<file path="config.mk">
export PLATFORM = sky130hd
export DESIGN_NAME = float_sub
export DESIGN_NICKNAME = d
export VERILOG_FILES = /design/src/rtl/float_sub.sv
export SDC_FILE = /design/constraint.sdc
export NUM_CORES = 1
export LEC_CHECK = 0
export BUFFER_PORTS_ARGS = -buffer_cell sky130_fd_sc_hd__clkbuf_2
export CAP_MARGIN = 20
export CORE_MARGIN = 2
export CORE_UTILIZATION = 55
export DETAILED_ROUTE_END_ITERATION = 12
export GPL_TIMING_DRIVEN = 0
export PLACE_DENSITY_LB_ADDON = 0.12
export SKIP_LAST_GASP = 1
export SLEW_MARGIN = 0
export SYNTH_ARGS = -nofsm -noshare
export SYNTH_HDL_FRONTEND = slang
export SYNTH_SLANG_ARGS = --single-unit
</file>
<file path="constraint.sdc">
create_clock -name clk -period 8.95 [get_ports clk]
set_clock_uncertainty 0.05 [all_clocks]
set_input_delay 0.4475 -clock clk [delete_from_list [all_inputs] [get_ports clk]]
set_output_delay 0.4475 -clock clk [all_outputs]
set_load 0.02 [all_outputs]
</file>
<file path="src/rtl/float_sub.sv">
// float_sub: IEEE-754 binary32 subtractor, z = a - b.
//
// One operation is in flight at a time. Operands arrive over separate
// stb/ack channels (a first, then b); the result leaves on a third.
// The datapath shifts one bit per cycle, so each operation takes many cycles.
//
// Ports:
//   clk           clock, all state changes on the rising edge
//   rst           synchronous, active-high reset
//   input_a       operand a      input_a_stb  a valid    input_a_ack  a accepted
//   input_b       operand b      input_b_stb  b valid    input_b_ack  b accepted
//   output_z      result a - b   output_z_stb z valid    output_z_ack z consumed
module float_sub (
  input  logic        clk,
  input  logic        rst,
  input  logic [31:0] input_a,
  input  logic        input_a_stb,
  output logic        input_a_ack,
  input  logic [31:0] input_b,
  input  logic        input_b_stb,
  output logic        input_b_ack,
  output logic [31:0] output_z,
  output logic        output_z_stb,
  input  logic        output_z_ack
);

  typedef enum logic [3:0] {
    GET_A, GET_B, UNPACK, SPECIAL, ALIGN, ADD_0, ADD_1,
    NORMALISE, ROUND, PACK, PUT
  } state_t;

  localparam logic [31:0]       QNAN = 32'h7FC0_0000;
  localparam logic signed [9:0] EMIN = -10'sd126;

  state_t state_q, state_d;

  logic        input_a_ack_q, input_a_ack_d;
  logic        input_b_ack_q, input_b_ack_d;
  logic        output_z_stb_q, output_z_stb_d;
  logic [31:0] output_z_q, output_z_d;

  // b is stored with its sign already flipped, so the rest is an addition.
  logic [31:0]       a_q, a_d, b_q, b_d;
  // Mantissas: bit 26 hidden, 25..3 fraction, 2 guard, 1 round, 0 sticky.
  logic [26:0]       a_m_q, a_m_d, b_m_q, b_m_d;
  logic signed [9:0] a_e_q, a_e_d, b_e_q, b_e_d, z_e_q, z_e_d;
  logic              a_s_q, a_s_d, b_s_q, b_s_d, z_s_q, z_s_d;
  logic [27:0]       sum_q, sum_d;
  logic [23:0]       z_m_q, z_m_d;
  logic              guard_q, guard_d, round_q, round_d, sticky_q, sticky_d;

  logic              a_nan, b_nan, a_inf, b_inf, a_zero, b_zero;
  logic signed [9:0] exp_diff;

  assign a_nan    = (a_q[30:23] == 8'hFF) && (a_q[22:0] != 23'd0);
  assign b_nan    = (b_q[30:23] == 8'hFF) && (b_q[22:0] != 23'd0);
  assign a_inf    = (a_q[30:23] == 8'hFF) && (a_q[22:0] == 23'd0);
  assign b_inf    = (b_q[30:23] == 8'hFF) && (b_q[22:0] == 23'd0);
  assign a_zero   = (a_q[30:0] == 31'd0);
  assign b_zero   = (b_q[30:0] == 31'd0);
  assign exp_diff = a_e_q - b_e_q;

  assign input_a_ack  = input_a_ack_q;
  assign input_b_ack  = input_b_ack_q;
  assign output_z     = output_z_q;
  assign output_z_stb = output_z_stb_q;

  always_comb begin
    state_d        = state_q;
    input_a_ack_d  = input_a_ack_q;
    input_b_ack_d  = input_b_ack_q;
    output_z_stb_d = output_z_stb_q;
    output_z_d     = output_z_q;
    a_d = a_q;  b_d = b_q;
    a_m_d = a_m_q;  b_m_d = b_m_q;
    a_e_d = a_e_q;  b_e_d = b_e_q;  z_e_d = z_e_q;
    a_s_d = a_s_q;  b_s_d = b_s_q;  z_s_d = z_s_q;
    sum_d = sum_q;  z_m_d = z_m_q;
    guard_d = guard_q;  round_d = round_q;  sticky_d = sticky_q;

    case (state_q)
      GET_A: begin
        input_a_ack_d = 1'b1;
        if (input_a_ack_q && input_a_stb) begin
          a_d           = input_a;
          input_a_ack_d = 1'b0;
          state_d       = GET_B;
        end
      end

      GET_B: begin
        input_b_ack_d = 1'b1;
        if (input_b_ack_q && input_b_stb) begin
          b_d           = {~input_b[31], input_b[30:0]};
          input_b_ack_d = 1'b0;
          state_d       = UNPACK;
        end
      end

      UNPACK: begin
        a_s_d = a_q[31];
        b_s_d = b_q[31];
        // Denormals sit at the minimum exponent with no hidden bit.
        if (a_q[30:23] == 8'd0) begin
          a_e_d = EMIN;
          a_m_d = {1'b0, a_q[22:0], 3'b000};
        end else begin
          a_e_d = $signed({2'b00, a_q[30:23]}) - 10'sd127;
          a_m_d = {1'b1, a_q[22:0], 3'b000};
        end
        if (b_q[30:23] == 8'd0) begin
          b_e_d = EMIN;
          b_m_d = {1'b0, b_q[22:0], 3'b000};
        end else begin
          b_e_d = $signed({2'b00, b_q[30:23]}) - 10'sd127;
          b_m_d = {1'b1, b_q[22:0], 3'b000};
        end
        state_d = SPECIAL;
      end

      SPECIAL: begin
        state_d = PUT;
        if (a_nan || b_nan) begin
          output_z_d = QNAN;
        end else if (a_inf && b_inf && (a_q[31] != b_q[31])) begin
          // Signs differ after flipping b: inf minus like-signed inf.
          output_z_d = QNAN;
        end else if (a_inf) begin
          output_z_d = a_q;
        end else if (b_inf) begin
          output_z_d = b_q;
        end else if (a_zero && b_zero) begin
          output_z_d = {a_q[31] & b_q[31], 31'd0};
        end else if (a_zero) begin
          output_z_d = b_q;
        end else if (b_zero) begin
          output_z_d = a_q;
        end else begin
          state_d = ALIGN;
        end
      end

      ALIGN: begin
        // Beyond 27 positions every bit lands in sticky, so collapse at once.
        if (a_e_q > b_e_q) begin
          if (exp_diff > 10'sd27) begin
            b_m_d = {26'd0, |b_m_q};
            b_e_d = a_e_q;
          end else begin
            b_m_d = {1'b0, b_m_q[26:2], b_m_q[1] | b_m_q[0]};
            b_e_d = b_e_q + 10'sd1;
          end
        end else if (a_e_q < b_e_q) begin
          if (exp_diff < -10'sd27) begin
            a_m_d = {26'd0, |a_m_q};
            a_e_d = b_e_q;
          end else begin
            a_m_d = {1'b0, a_m_q[26:2], a_m_q[1] | a_m_q[0]};
            a_e_d = a_e_q + 10'sd1;
          end
        end else begin
          state_d = ADD_0;
        end
      end

      ADD_0: begin
        if (a_s_q == b_s_q) begin
          sum_d = {1'b0, a_m_q} + {1'b0, b_m_q};
          z_s_d = a_s_q;
        end else if (a_m_q >= b_m_q) begin
          sum_d = {1'b0, a_m_q} - {1'b0, b_m_q};
          z_s_d = a_s_q;
        end else begin
          sum_d = {1'b0, b_m_q} - {1'b0, a_m_q};
          z_s_d = b_s_q;
        end
        state_d = ADD_1;
      end

      ADD_1: begin
        if (sum_q[27]) begin
          z_m_d    = sum_q[27:4];
          guard_d  = sum_q[3];
          round_d  = sum_q[2];
          sticky_d = sum_q[1] | sum_q[0];
          z_e_d    = a_e_q + 10'sd1;
        end else begin
          z_m_d    = sum_q[26:3];
          guard_d  = sum_q[2];
          round_d  = sum_q[1];
          sticky_d = sum_q[0];
          z_e_d    = a_e_q;
        end
        state_d = NORMALISE;
      end

      NORMALISE: begin
        // An exact zero would otherwise walk all the way down to EMIN.
        if ((z_m_q == 24'd0) && !guard_q && !round_q && !sticky_q) begin
          state_d = ROUND;
        end else if (!z_m_q[23] && (z_e_q > EMIN)) begin
          z_m_d   = {z_m_q[22:0], guard_q};
          guard_d = round_q;
          round_d = 1'b0;
          z_e_d   = z_e_q - 10'sd1;
        end else begin
          state_d = ROUND;
        end
      end

      ROUND: begin
        if (guard_q && (round_q || sticky_q || z_m_q[0])) begin
          if (z_m_q == 24'hFF_FFFF) begin
            z_m_d = 24'h80_0000;
            z_e_d = z_e_q + 10'sd1;
          end else begin
            z_m_d = z_m_q + 24'd1;
          end
        end
        state_d = PACK;
      end

      PACK: begin
        output_z_d = {z_s_q, z_e_q[7:0] + 8'd127, z_m_q[22:0]};
        if ((z_e_q == EMIN) && !z_m_q[23]) begin
          output_z_d[30:23] = 8'd0;
        end
        if (z_e_q > 10'sd127) begin
          output_z_d = {z_s_q, 8'hFF, 23'd0};
        end
        if (z_m_q == 24'd0) begin
          output_z_d = 32'd0;
        end
        state_d = PUT;
      end

      PUT: begin
        output_z_stb_d = 1'b1;
        if (output_z_stb_q && output_z_ack) begin
          output_z_stb_d = 1'b0;
          state_d        = GET_A;
        end
      end

      default: state_d = GET_A;
    endcase
  end

  // Control state and handshake flags; reset abandons any operation.
  always_ff @(posedge clk) begin
    if (rst) begin
      state_q        <= GET_A;
      input_a_ack_q  <= 1'b0;
      input_b_ack_q  <= 1'b0;
      output_z_stb_q <= 1'b0;
      output_z_q     <= 32'd0;
    end else begin
      state_q        <= state_d;
      input_a_ack_q  <= input_a_ack_d;
      input_b_ack_q  <= input_b_ack_d;
      output_z_stb_q <= output_z_stb_d;
      output_z_q     <= output_z_d;
    end
  end

  // Datapath registers are always rewritten before use, so they need no reset.
  always_ff @(posedge clk) begin
    a_q <= a_d;  b_q <= b_d;
    a_m_q <= a_m_d;  b_m_q <= b_m_d;
    a_e_q <= a_e_d;  b_e_q <= b_e_d;  z_e_q <= z_e_d;
    a_s_q <= a_s_d;  b_s_q <= b_s_d;  z_s_q <= z_s_d;
    sum_q <= sum_d;  z_m_q <= z_m_d;
    guard_q <= guard_d;  round_q <= round_d;  sticky_q <= sticky_d;
  end

endmodule

</file>
==> key figures <==
Setup path
  – Maximum net fanout on the critical path: 16
  – Worst EP required: 9.27 ns
  – Critical path's largest stage delay: 0.79 ns
  – Worst R2R Setup Slack: 4.22 ns
  – Critical path arrival: 5.05 ns
  – CP max-delay cell: clkinv_1
  – CP Cell Sequence: clkbuf_1, inv_1, nand2_1, nor3_1, clkinv_1, ha_1, a21o_1, a21oi_1, o21bai_1, a21oi_1, o21ai_0, or4_1, nand3_1, nor2_1, a211oi_1
  – Setup crit start kind: flip-flop
  – WS Path Type: flip-flop to flip-flop
  – Critical path's most frequent cell: a21oi_1
  – CP Capture Type: flip-flop

Floorplanning
  – Die X: 179 um
  – Core area: 30400 um^2
  – Initial core utilization: 55.6%
  – Die Ht: 179 um
  – Std cell rows: 64
  – Number of top-level pins: 104
  – Die area: 32200 um^2

Synthesis
  – Top cells by area, synth: edfxtp_1 37%, ha_1 8.1%, dfxtp_1 4.6%, mux2i_1 4.3%, a21oi_1 4.2%
  – Mapped Area: 16900 um^2
  – Yosys warnings: 0
  – Simple-gate portion of the synthesized area: 15.8%
  – Sequential area share after synthesis: 41.2%
  – Synth async-reset ratio: 0%
  – Most frequent cell after synthesis: edfxtp_1
  – Share of the synthesized area in the top cell type: 36.5%
  – Post-synthesis compound-gate area fraction: 19.3%
  – Adder-Cell Fraction of Synth Area: 8.72%
  – Synth Flop Type: edfxtp_1
  – Avg Inst Size Synth: 9.27 um^2
  – Syn Inst Count: 1826
  – Synth Area in XOR/XNOR: 5.23%
  – #FFs+latches synth: 245
  – Largest family of logic cells by synthesized area: compound AO/OA/AOI/OAI gates
  – Mapped Nets: 2010
  – Commonest cells in the netlist: 206 x edfxtp_1, 168 x nand2_1, 155 x nor2_1
  – Synth area leader: edfxtp_1
  – Post-synthesis cell type count: 71
  – Mux share of post-synthesis cell area: 4.58%
  – Post-synth EDFFs: 206

STA
  – FMAX: 211 MHz
  – Final hold vios: 0
  – Final number of max-transition violations: 0
  – Final setup violating endpoints: 0
  – Minimum clock period: 4.73 ns
  – Tcrit/Tclk final: 52.9%
  – Unrepaired setup endpoints after global routing: no
  – Worst slew margin: 37.4%
  – Worst-Margin Slew: 0.939 ns
  – Setup TNS after final layout: 0 ns

Clock tree
  – Clk_lat worst skew: 0.56 ns
  – Bufs on Longest Clock Path: 3
  – TritonCTS Sinks: 245
  – Clock H-tree levels: 1
  – CTS resizes: 0
  – Inserted Clock Buffers: 27
  – Clock Pin Slew Worst Setup and Hold Paths: 0.06 ns
  – CTS Root Cell: clkbuf_16
  – CTS tree: yes
  – Setup Buffers After CTS: 0
  – Hold buffers post-CTS: 0

Place
  – Post-DP Area: 18000 um^2
  – Gp weighted congestion: 1.01
  – Placed Cells: 2330
  – PortBufs: 102
  – DPL Wire Length: 43.5 mm

GRT
  – Global-route wire length before repair: 81.5 mm
  – Antenna violations before repair: 0
  – Tot GR Track Use: 32.4%
  – Vias in the first global route: 14100
  – Gr ovfl total: 0
  – Largest net degree at the start of global routing: 38

Power
  – Max VDD drop: 0.000179 V
  – PwrDens: 310 nW/um^2
  – Leakage: 7.48 nW

Route
  – TritonRoute pass-1 iters: 6
  – ANT nets after route: 0
  – Iter 0 DRT Violations: 1698
  – Via-per-instance ratio: 6.32
  – WL final: 53.9 mm
  – DR DRC count: 0
  – Vias: 15100
  – WL/cell: 22.6 um

Layout
  – Share of post-route cells with drive strength above 1: 9.72%
  – Non-Filler Instances: 2382
  – ANT cells: 0
  – Layout Area Growth over Synthesis: 11.6%
  – Nets: 2149
  – Fin util: 62.1%
  – Fin area: 18900 um^2
  – Filler cell count: 2668

Status
  – Status: finished clean

Min path
  – Min-Delay Path Class: input port to flip-flop

Job
  – Max_cap viols: 0
## final timing paths
path           startpoint      endpoint  cells after the start
min           input_a[19]       a_q[19]                      1
max            state_q[2]      z_e_q[9]                     15
min reg2reg  output_z[29]  output_z[29]                      2
max reg2reg    state_q[2]      z_e_q[9]                     15
## cell type report
| cell class | count | area [um^2] | share of cell area, % |
|---|---|---|---|
| Buffer | 107 | 434 | 2.30 |
| Clock buffer | 38 | 768 | 4.07 |
| Clock inverter | 12 | 93.8 | 0.497 |
| Inverter | 122 | 458 | 2.42 |
| Multi-Input combinational cell | 1352 | 9080 | 48.1 |
| Sequential cell | 245 | 6970 | 36.9 |
| Tap cell | 396 | 495 | 2.62 |
| Timing Repair Buffer | 110 | 593 | 3.14 |
## sequential cells by signal, summed over array words and instances, names as in the netlist
signal        cells
input_a_ack       1
z_e_q            10
a_q              32
b_e_q            10
round_q           1
b_q              32
output_z_stb      1
sum_q            28
sticky_q          1
a_e_q            10
output_z         32
z_m_q            24
state_q           4
z_s_q             1
a_m_q            27
a_s_q             1
b_m_q            27
input_b_ack       1
b_s_q             1
guard_q           1
## layout by cell type (no fill, tap or decap), types with 10 or more instances in the layout
| cell type | instances |
|---|---|
| a211oi_1 | 45 |
| a21o_1 | 20 |
| a21oi_1 | 141 |
| a31oi_1 | 10 |
| and3_1 | 14 |
| buf_2 | 24 |
| clkbuf_1 | 86 |
| clkbuf_16 | 28 |
| clkbuf_2 | 103 |
| dfxtp_1 | 39 |
| edfxtp_1 | 206 |
| ha_1 | 110 |
| inv_1 | 121 |
| mux2i_1 | 73 |
| nand2_1 | 168 |
| nand3_1 | 43 |
| nand4_1 | 31 |
| nor2_1 | 154 |
| nor2b_1 | 17 |
| nor3_1 | 56 |
| nor4_1 | 33 |
| o211ai_1 | 12 |
| o21a_1 | 11 |
| o21ai_0 | 57 |
| o21bai_1 | 24 |
| o221ai_1 | 26 |
| o22ai_1 | 13 |
| o31ai_1 | 57 |
| or3_1 | 11 |
| xnor2_1 | 66 |
| xor2_1 | 35 |
## layer usage
| layer | share of wire [%] | GRT usage [%] | vias to the layer above |
|---|---|---|---|
| met5 | 0 | 0 | - |
| met4 | 4.0 | 12.3 | 0 |
| met3 | 11 | 7.98 | 116 |
| met2 | 42 | 47.4 | 821 |
| met1 | 43 | 46.3 | 7102 |
| li1 | - | - | 7026 |
## metrics by stage
step / total power [mW] / setup slack, ns / hold WS, ns
6_report: 5.85 / 4.22 / 0.0147
5_1_grt: 6.15 / 3.94 / 0.00603
4_1_cts: 5.76 / 4.30 / 0.00249
3_5_place_dp: 4.66 / 4.32 / 0.431
3_3_place_gp: 4.63 / 3.13 / 0.431
2_1_floorplan: 3.77 / 4.66 / 0.405
## where the power goes
group | internal [mW] | switching [mW]
registers | 1.57 | 0.191
logic | 0.991 | 2.00
clock network | 0.628 | 0.467
total | 3.19 | 2.66
## cell families (layout without fill, tap and decap cells)
kind of cell | after synthesis | in the layout
xor+xnor | 101 | 101
fa+ha+maj | 115 | 115
compound gates | 489 | 489
buf+inv | 229 | 389
flops | 245 | 245
mux | 77 | 77
simple gates | 570 | 570
## worst max-delay path: cells and delay by family (launching register included)
family / cells / cell delay, ns
compound gates: 6 / 1.16
fa+ha+maj: 1 / 0.55
buf+inv: 3 / 1.15
flops: 1 / 0.29
simple gates: 5 / 1.36
Power figures use the tool's default switching activity.
